`src/rtl/csr_arb_pkg.sv`:
```
// CSR bus arbiter shared definitions: bus widths, requester limits, FSM states.
package csr_arb_pkg;

    localparam int CSR_AW  = 5;
    localparam int CSR_DW  = 8;
    localparam int MAX_REQ = 4;
    localparam int IDX_W   = 2;

    typedef enum logic [1:0] {
        IDLE   = 2'd0,
        ACCESS = 2'd1,
        DONE   = 2'd2
    } arb_state_e;

endpackage

```
`src/rtl/csr_rr_pick.sv`:
```
// Round-robin picker: first eligible requester after 'last', wrapping modulo N.
import csr_arb_pkg::*;

module csr_rr_pick #(
    parameter int N = 2
) (
    input  logic [N-1:0]     elig,
    input  logic [IDX_W-1:0] last,
    output logic             valid,
    output logic [IDX_W-1:0] idx
);

    logic [2:0] cand;
    logic       hit;

    // Walk candidates from farthest to nearest so the nearest eligible one wins.
    always_comb begin
        valid = 1'b0;
        idx   = '0;
        cand  = '0;
        hit   = 1'b0;
        for (int k = N - 1; k >= 0; k--) begin
            // last <= N-1 and k <= N-1, so one subtraction keeps cand below N
            cand = {1'b0, last} + 3'd1 + 3'(k);
            if (cand >= 3'(N)) begin
                cand = cand - 3'(N);
            end
            hit = 1'b0;
            for (int j = 0; j < N; j++) begin
                if (cand == 3'(j)) begin
                    hit = elig[j];
                end
            end
            if (hit) begin
                valid = 1'b1;
                idx   = cand[IDX_W-1:0];
            end
        end
    end

endmodule

```
`src/rtl/csr_arbiter.sv`:
```
// CSR bus arbiter: one access at a time, round-robin with per-requester bus lock.
// Optional write-protect window enabled by defining CSR_ARB_WPROT_EN.
//
// state  | meaning
// IDLE   | pick a requester, capture its address/data/write onto the bus
// ACCESS | bus driven for one cycle, read data captured, ack prepared
// DONE   | ack/err visible for this cycle only, inputs ignored
import csr_arb_pkg::*;

module csr_arbiter #(
    parameter int                NUM_REQ   = 2,
    parameter logic [CSR_AW-1:0] PROT_BASE = 5'h00,
    parameter logic [CSR_AW-1:0] PROT_LAST = 5'h07
) (
    input  logic                      clk,
    input  logic                      rst,
    input  logic [NUM_REQ-1:0]        req,
    input  logic [NUM_REQ-1:0]        lock,
    input  logic [NUM_REQ-1:0]        we_in,
    input  logic [CSR_AW*NUM_REQ-1:0] a_in,
    input  logic [CSR_DW*NUM_REQ-1:0] di_in,
    output logic [NUM_REQ-1:0]        ack,
    output logic                      err,
    output logic [CSR_DW-1:0]         rdata,
    output logic [CSR_AW-1:0]         csr_a,
    output logic [CSR_DW-1:0]         csr_di,
    output logic                      csr_we,
    input  logic [CSR_DW-1:0]         csr_do
);

    arb_state_e         state_q, state_d;
    logic [IDX_W-1:0]   gnt_q, gnt_d;
    logic [IDX_W-1:0]   last_q, last_d;
    logic               lvld_q, lvld_d;
    logic [IDX_W-1:0]   lown_q, lown_d;
    logic               blk_q, blk_d;
    logic [NUM_REQ-1:0] ack_q, ack_d;
    logic               err_q, err_d;
    logic [CSR_DW-1:0]  rdata_q, rdata_d;
    logic [CSR_AW-1:0]  csr_a_q, csr_a_d;
    logic [CSR_DW-1:0]  csr_di_q, csr_di_d;
    logic               csr_we_q, csr_we_d;

    logic [NUM_REQ-1:0] own_oh;
    logic               owner_lock;
    logic [NUM_REQ-1:0] elig;
    logic               pick_vld;
    logic [IDX_W-1:0]   pick_idx;
    logic [CSR_AW-1:0]  sel_a;
    logic [CSR_DW-1:0]  sel_di;
    logic               sel_we;
    logic               sel_lock;
    logic               sel_blk;

    // Lock owner decode: owner keeps exclusivity only while it holds lock.
    always_comb begin
        own_oh     = '0;
        owner_lock = 1'b0;
        for (int i = 0; i < NUM_REQ; i++) begin
            if (lown_q == IDX_W'(i)) begin
                own_oh[i]  = 1'b1;
                owner_lock = lvld_q & lock[i];
            end
        end
    end

    assign elig = owner_lock ? (req & own_oh) : req;

    csr_rr_pick #(
        .N (NUM_REQ)
    ) u_pick (
        .elig  (elig),
        .last  (last_q),
        .valid (pick_vld),
        .idx   (pick_idx)
    );

    // Mux the picked requester's access fields.
    always_comb begin
        sel_a    = '0;
        sel_di   = '0;
        sel_we   = 1'b0;
        sel_lock = 1'b0;
        for (int i = 0; i < NUM_REQ; i++) begin
            if (pick_idx == IDX_W'(i)) begin
                sel_a    = a_in[CSR_AW*i +: CSR_AW];
                sel_di   = di_in[CSR_DW*i +: CSR_DW];
                sel_we   = we_in[i];
                sel_lock = lock[i];
            end
        end
    end

`ifdef CSR_ARB_WPROT_EN
    // Offset compare handles the window without a constant-bound comparison.
    assign sel_blk = sel_we && (pick_idx != '0) &&
                     ((sel_a - PROT_BASE) <= (PROT_LAST - PROT_BASE));
`else
    assign sel_blk = 1'b0;
`endif

    // Next-state and next-output logic for the access sequencer.
    always_comb begin
        state_d  = state_q;
        gnt_d    = gnt_q;
        last_d   = last_q;
        lvld_d   = lvld_q;
        lown_d   = lown_q;
        blk_d    = blk_q;
        ack_d    = '0;
        err_d    = 1'b0;
        rdata_d  = rdata_q;
        csr_a_d  = '0;
        csr_di_d = '0;
        csr_we_d = 1'b0;
        case (state_q)
            IDLE: begin
                if (lvld_q && !owner_lock) begin
                    lvld_d = 1'b0;
                end
                if (pick_vld) begin
                    gnt_d    = pick_idx;
                    last_d   = pick_idx;
                    csr_a_d  = sel_a;
                    csr_di_d = sel_di;
                    csr_we_d = sel_we & ~sel_blk;
                    blk_d    = sel_blk;
                    lvld_d   = sel_lock;
                    lown_d   = pick_idx;
                    state_d  = ACCESS;
                end
            end
            ACCESS: begin
                if (!blk_q) begin
                    rdata_d = csr_do;
                end
                for (int i = 0; i < NUM_REQ; i++) begin
                    ack_d[i] = (gnt_q == IDX_W'(i));
                end
                err_d   = blk_q;
                state_d = DONE;
            end
            DONE: begin
                state_d = IDLE;
            end
            default: begin
                state_d = IDLE;
            end
        endcase
    end

    // State and registered outputs; reset abandons any in-flight access.
    always_ff @(posedge clk) begin
        if (rst) begin
            state_q  <= IDLE;
            gnt_q    <= '0;
            last_q   <= IDX_W'(NUM_REQ - 1);
            lvld_q   <= 1'b0;
            lown_q   <= '0;
            blk_q    <= 1'b0;
            ack_q    <= '0;
            err_q    <= 1'b0;
            rdata_q  <= '0;
            csr_a_q  <= '0;
            csr_di_q <= '0;
            csr_we_q <= 1'b0;
        end else begin
            state_q  <= state_d;
            gnt_q    <= gnt_d;
            last_q   <= last_d;
            lvld_q   <= lvld_d;
            lown_q   <= lown_d;
            blk_q    <= blk_d;
            ack_q    <= ack_d;
            err_q    <= err_d;
            rdata_q  <= rdata_d;
            csr_a_q  <= csr_a_d;
            csr_di_q <= csr_di_d;
            csr_we_q <= csr_we_d;
        end
    end

    assign ack    = ack_q;
    assign err    = err_q;
    assign rdata  = rdata_q;
    assign csr_a  = csr_a_q;
    assign csr_di = csr_di_q;
    assign csr_we = csr_we_q;

endmodule
```
`config.mk`:
```
export PLATFORM = sky130hd
export DESIGN_NAME = csr_arbiter
export DESIGN_NICKNAME = d
export VERILOG_FILES = /design/src/rtl/csr_arb_pkg.sv /design/src/rtl/csr_rr_pick.sv /design/src/rtl/csr_arbiter.sv
export SDC_FILE = /design/constraint.sdc
export NUM_CORES = 1
export LEC_CHECK = 0
export ABC_AREA = 1
export CORE_MARGIN = 2
export CORE_UTILIZATION = 35
export DETAILED_ROUTE_END_ITERATION = 16
export GPL_TIMING_DRIVEN = 0
export HOLD_SLACK_MARGIN = 0.02
export PLACE_DENSITY_LB_ADDON = 0.15
export SYNTH_ARGS = -nofsm -noshare
export SYNTH_HDL_FRONTEND = slang
export SYNTH_HIERARCHICAL = 1
export SYNTH_SLANG_ARGS = --single-unit
```
`constraint.sdc`:
```
create_clock -name clk -period 1.8 [get_ports clk]
set_input_delay 0.27 -clock clk [delete_from_list [all_inputs] [get_ports clk]]
set_output_delay 0.27 -clock clk [all_outputs]
set_load 0.02 [all_outputs]
```
==> out/qor.yml <==
wl_um: 3300
slew_viol_final: 0
antennaDiodeCount: 0
path_depth: 14
dp_hpwl_um: 2330
grt_use_total_pct: 16.0
post_drt_wl_per_cell_um: 10.8
fin_crit_sh_pct: 95.5
htree_levels: 2
hold_viol: 0
core_area_mm2: 0.00366
rows: 22
arrival_ns: 1.93
layout.nets: 303
cts_buffers: 5
worst_clock_skew_ns: 0.00769
ios: 67
netlist_instances: 177
cts_hold_buf: 0
setup_violations: 0
clock_latency_ns: 0.28
reg2reg_slack_ns: 0.09
fp.dieH_um: 65.6
fin_crit_ns: 1.72
drive_gt1_share_pct: 24.4
drt.antenna.violating_nets: 0
yosysWarnings: 6
synth_seq_cells: 30
worst_hold_slack_ns: 0.413
drt_iter0_drc: 36
critPathKind: "in2reg"
syn_area_per_cell_um2: 7.49
grt_overflow: 0
antenna_found_initial: 0
status: "finished, final reports clean"
peakVddDrop_uv: 823
grt_max_degree: 11
gp_congestion: 0.760
max_stage_delay_ns: 0.49
design_area_mm2: 0.00230
setup.worst_path.end_class: "flop"
path_delay_family: "buffers and inverters"
endpoint: "csr_a[2]"
worst-path-max-fanout: 5
power.density_mw_per_mm2: 1740
ys_types: 23
p_leak_nw: 0.996
dieArea_mm2: 0.00430
clock-root-buffer: "clkbuf_8"
port_buffers: 65
fmax_ghz: 0.582
r2r-end: "csr_a[1]"
min_from: "lock[1]"
start_kind: "input port"
fillers: 338
layout_setup_ws_ns: 0.0818
worstReg2RegStart: "last_q[1]"
grt_pass1_wl_um: 5290
place_ws_ns: -0.496
cts_sinks: 30
mostFrequentLayoutCell: "clkdlybuf4s50_1"
initial_core_util_pct: 36.2
path_cells: "clkdlybuf4s50_1 > nand2_1 > inv_1 > a21boi_2 > inv_1 > nand2_1 > nand2_2 > nor2_1 > nand2_1 > nand2_2 > nor2_4 > buf_6 > nand2_2 > a21oi_2"
clockBufferDepth: 2
syn-num-nets: 223
cts_tree: "built"
min_path_type: "in2reg"
critical_path.startpoint: "lock[0]"
viasPerCell: 4.43
firstDrtPassIters: 4
reg2regPathDepth: 12
num_vias: 1355
crit_required_ns: 2.01
rsz0062_at_grt: "yes"
syn_to_final_growth_pct: 73.3
route.detailed.drc: 0
synth_seq_area_share_pct: 45.3
grt_pass1_vias: 1217
syn-cell-area_mm2: 0.00133
final_cell_mix: "clkdlybuf4s50_1, nand2_1, dfxtp_1"
clk_pin_slew_ns: 0.07
crit_buf_inv: 4
cap_viol_max_count: 0
die_width_um: 65.6
dpl_cell_area_mm2: 0.00204
crit_slowest_cell: "clkdlybuf4s50_1"
utilization_pct: 62.8
[state kept, by name (all words and copies together), names as in the netlist]
name / flops
ack: 2
csr_we: 1
lvld_q: 1
csr_di: 8
rdata: 8
last_q: 2
lown_q: 1
state_q: 2
csr_a: 5
[per-stage QoR]
| stage | setup TNS [ns] | instances | power (mW) |
|---|---|---|---|
| CTS | 0 | 303 | 3.76 |
| global placement | -7.06 | 290 | 2.95 |
| floorplan | 0 | 177 | 2.27 |
| finish | 0 | 306 | 3.99 |
| detailed placement | -6.81 | 290 | 2.96 |
| global route | -0.606 | 306 | 4.30 |
[Yosys cell counts, drive strengths merged]
cell / count / area (um^2)
a21boi: 1 / 7.51
a21oi: 15 / 109
and2: 1 / 6.26
and3: 1 / 6.26
buf: 5 / 38.8
conb: 1 / 3.75
dfxtp: 30 / 601
ha: 4 / 50.1
inv: 15 / 56.3
nand2: 56 / 215
nand3: 3 / 15.0
nand3b: 1 / 7.51
nand4: 2 / 12.5
nor2: 31 / 141
nor4: 1 / 6.26
o21ai: 10 / 50.1
[cell type report]
type | count | area, um^2 | area share [%]
clock inverter | 1 | 5.00 | 0.218
timing repair buffer | 73 | 721 | 31.4
multi-input combinational | 127 | 706 | 30.7
sequential | 30 | 609 | 26.5
clock buffer | 7 | 86.3 | 3.76
tap | 48 | 60.1 | 2.61
buffer | 5 | 55.1 | 2.40
inverter | 15 | 56.3 | 2.45
[worst min-delay path by stage]
stage                           end  slack (ns)  depth (start not counted)
after CTS                    ack[0]        0.50                          1
after global routing         lvld_q        0.44                          5
after global placement     rdata[2]        0.49                          2
final                        lvld_q        0.41                          5
after detailed placement   rdata[2]        0.50                          2
after floorplan           lown_q[0]        0.34                          1
[cell families (layout without fill, tap and decap cells)]
group | after synthesis | count (layout) | synth area share [%]
other cells | 1 | 1 | 0.283
simple gates | 96 | 96 | 30.9
compound gates | 26 | 26 | 12.5
flops | 30 | 30 | 45.3
buf+inv | 20 | 101 | 7.17
fa+ha+maj | 4 | 4 | 3.77
[what timing repair did]
item	in CTS	in global routing
setup endpoints to repair	16	18
pin swaps	3	12
gates resized for setup	10	30
cloned	0	1
setup buffers	5	2
[worst register-to-register path: stages, from the launching register on]
cell	delay [ns]
dfxtp_4	0.37
inv_2	0.04
nand4_1	0.11
and2_4	0.17
nand2_2	0.06
o21ai_1	0.16
nand2_1	0.08
nand2_2	0.12
inv_2	0.06
nor2_4	0.12
buf_6	0.15
nand2_1	0.07
a21oi_2	0.12
[metal layers]
layer | part of all wire [%] | global-route usage, % | up-vias
li1 | - | - | 709
met1 | 43 | 19.2 | 597
met2 | 48 | 25.4 | 43
met3 | 7.6 | 6.34 | 6
met4 | 1.5 | 6.25 | 0
met5 | 0 | 0 | -
[where the power goes]
part | leakage, nW | internal, mW | switching [mW]
registers | 0.247 | 0.910 | 0.103
clock network | 0.0482 | 0.308 | 0.244
logic | 0.700 | 1.10 | 1.33
Note: power is estimated with default switching activity, not from simulation.
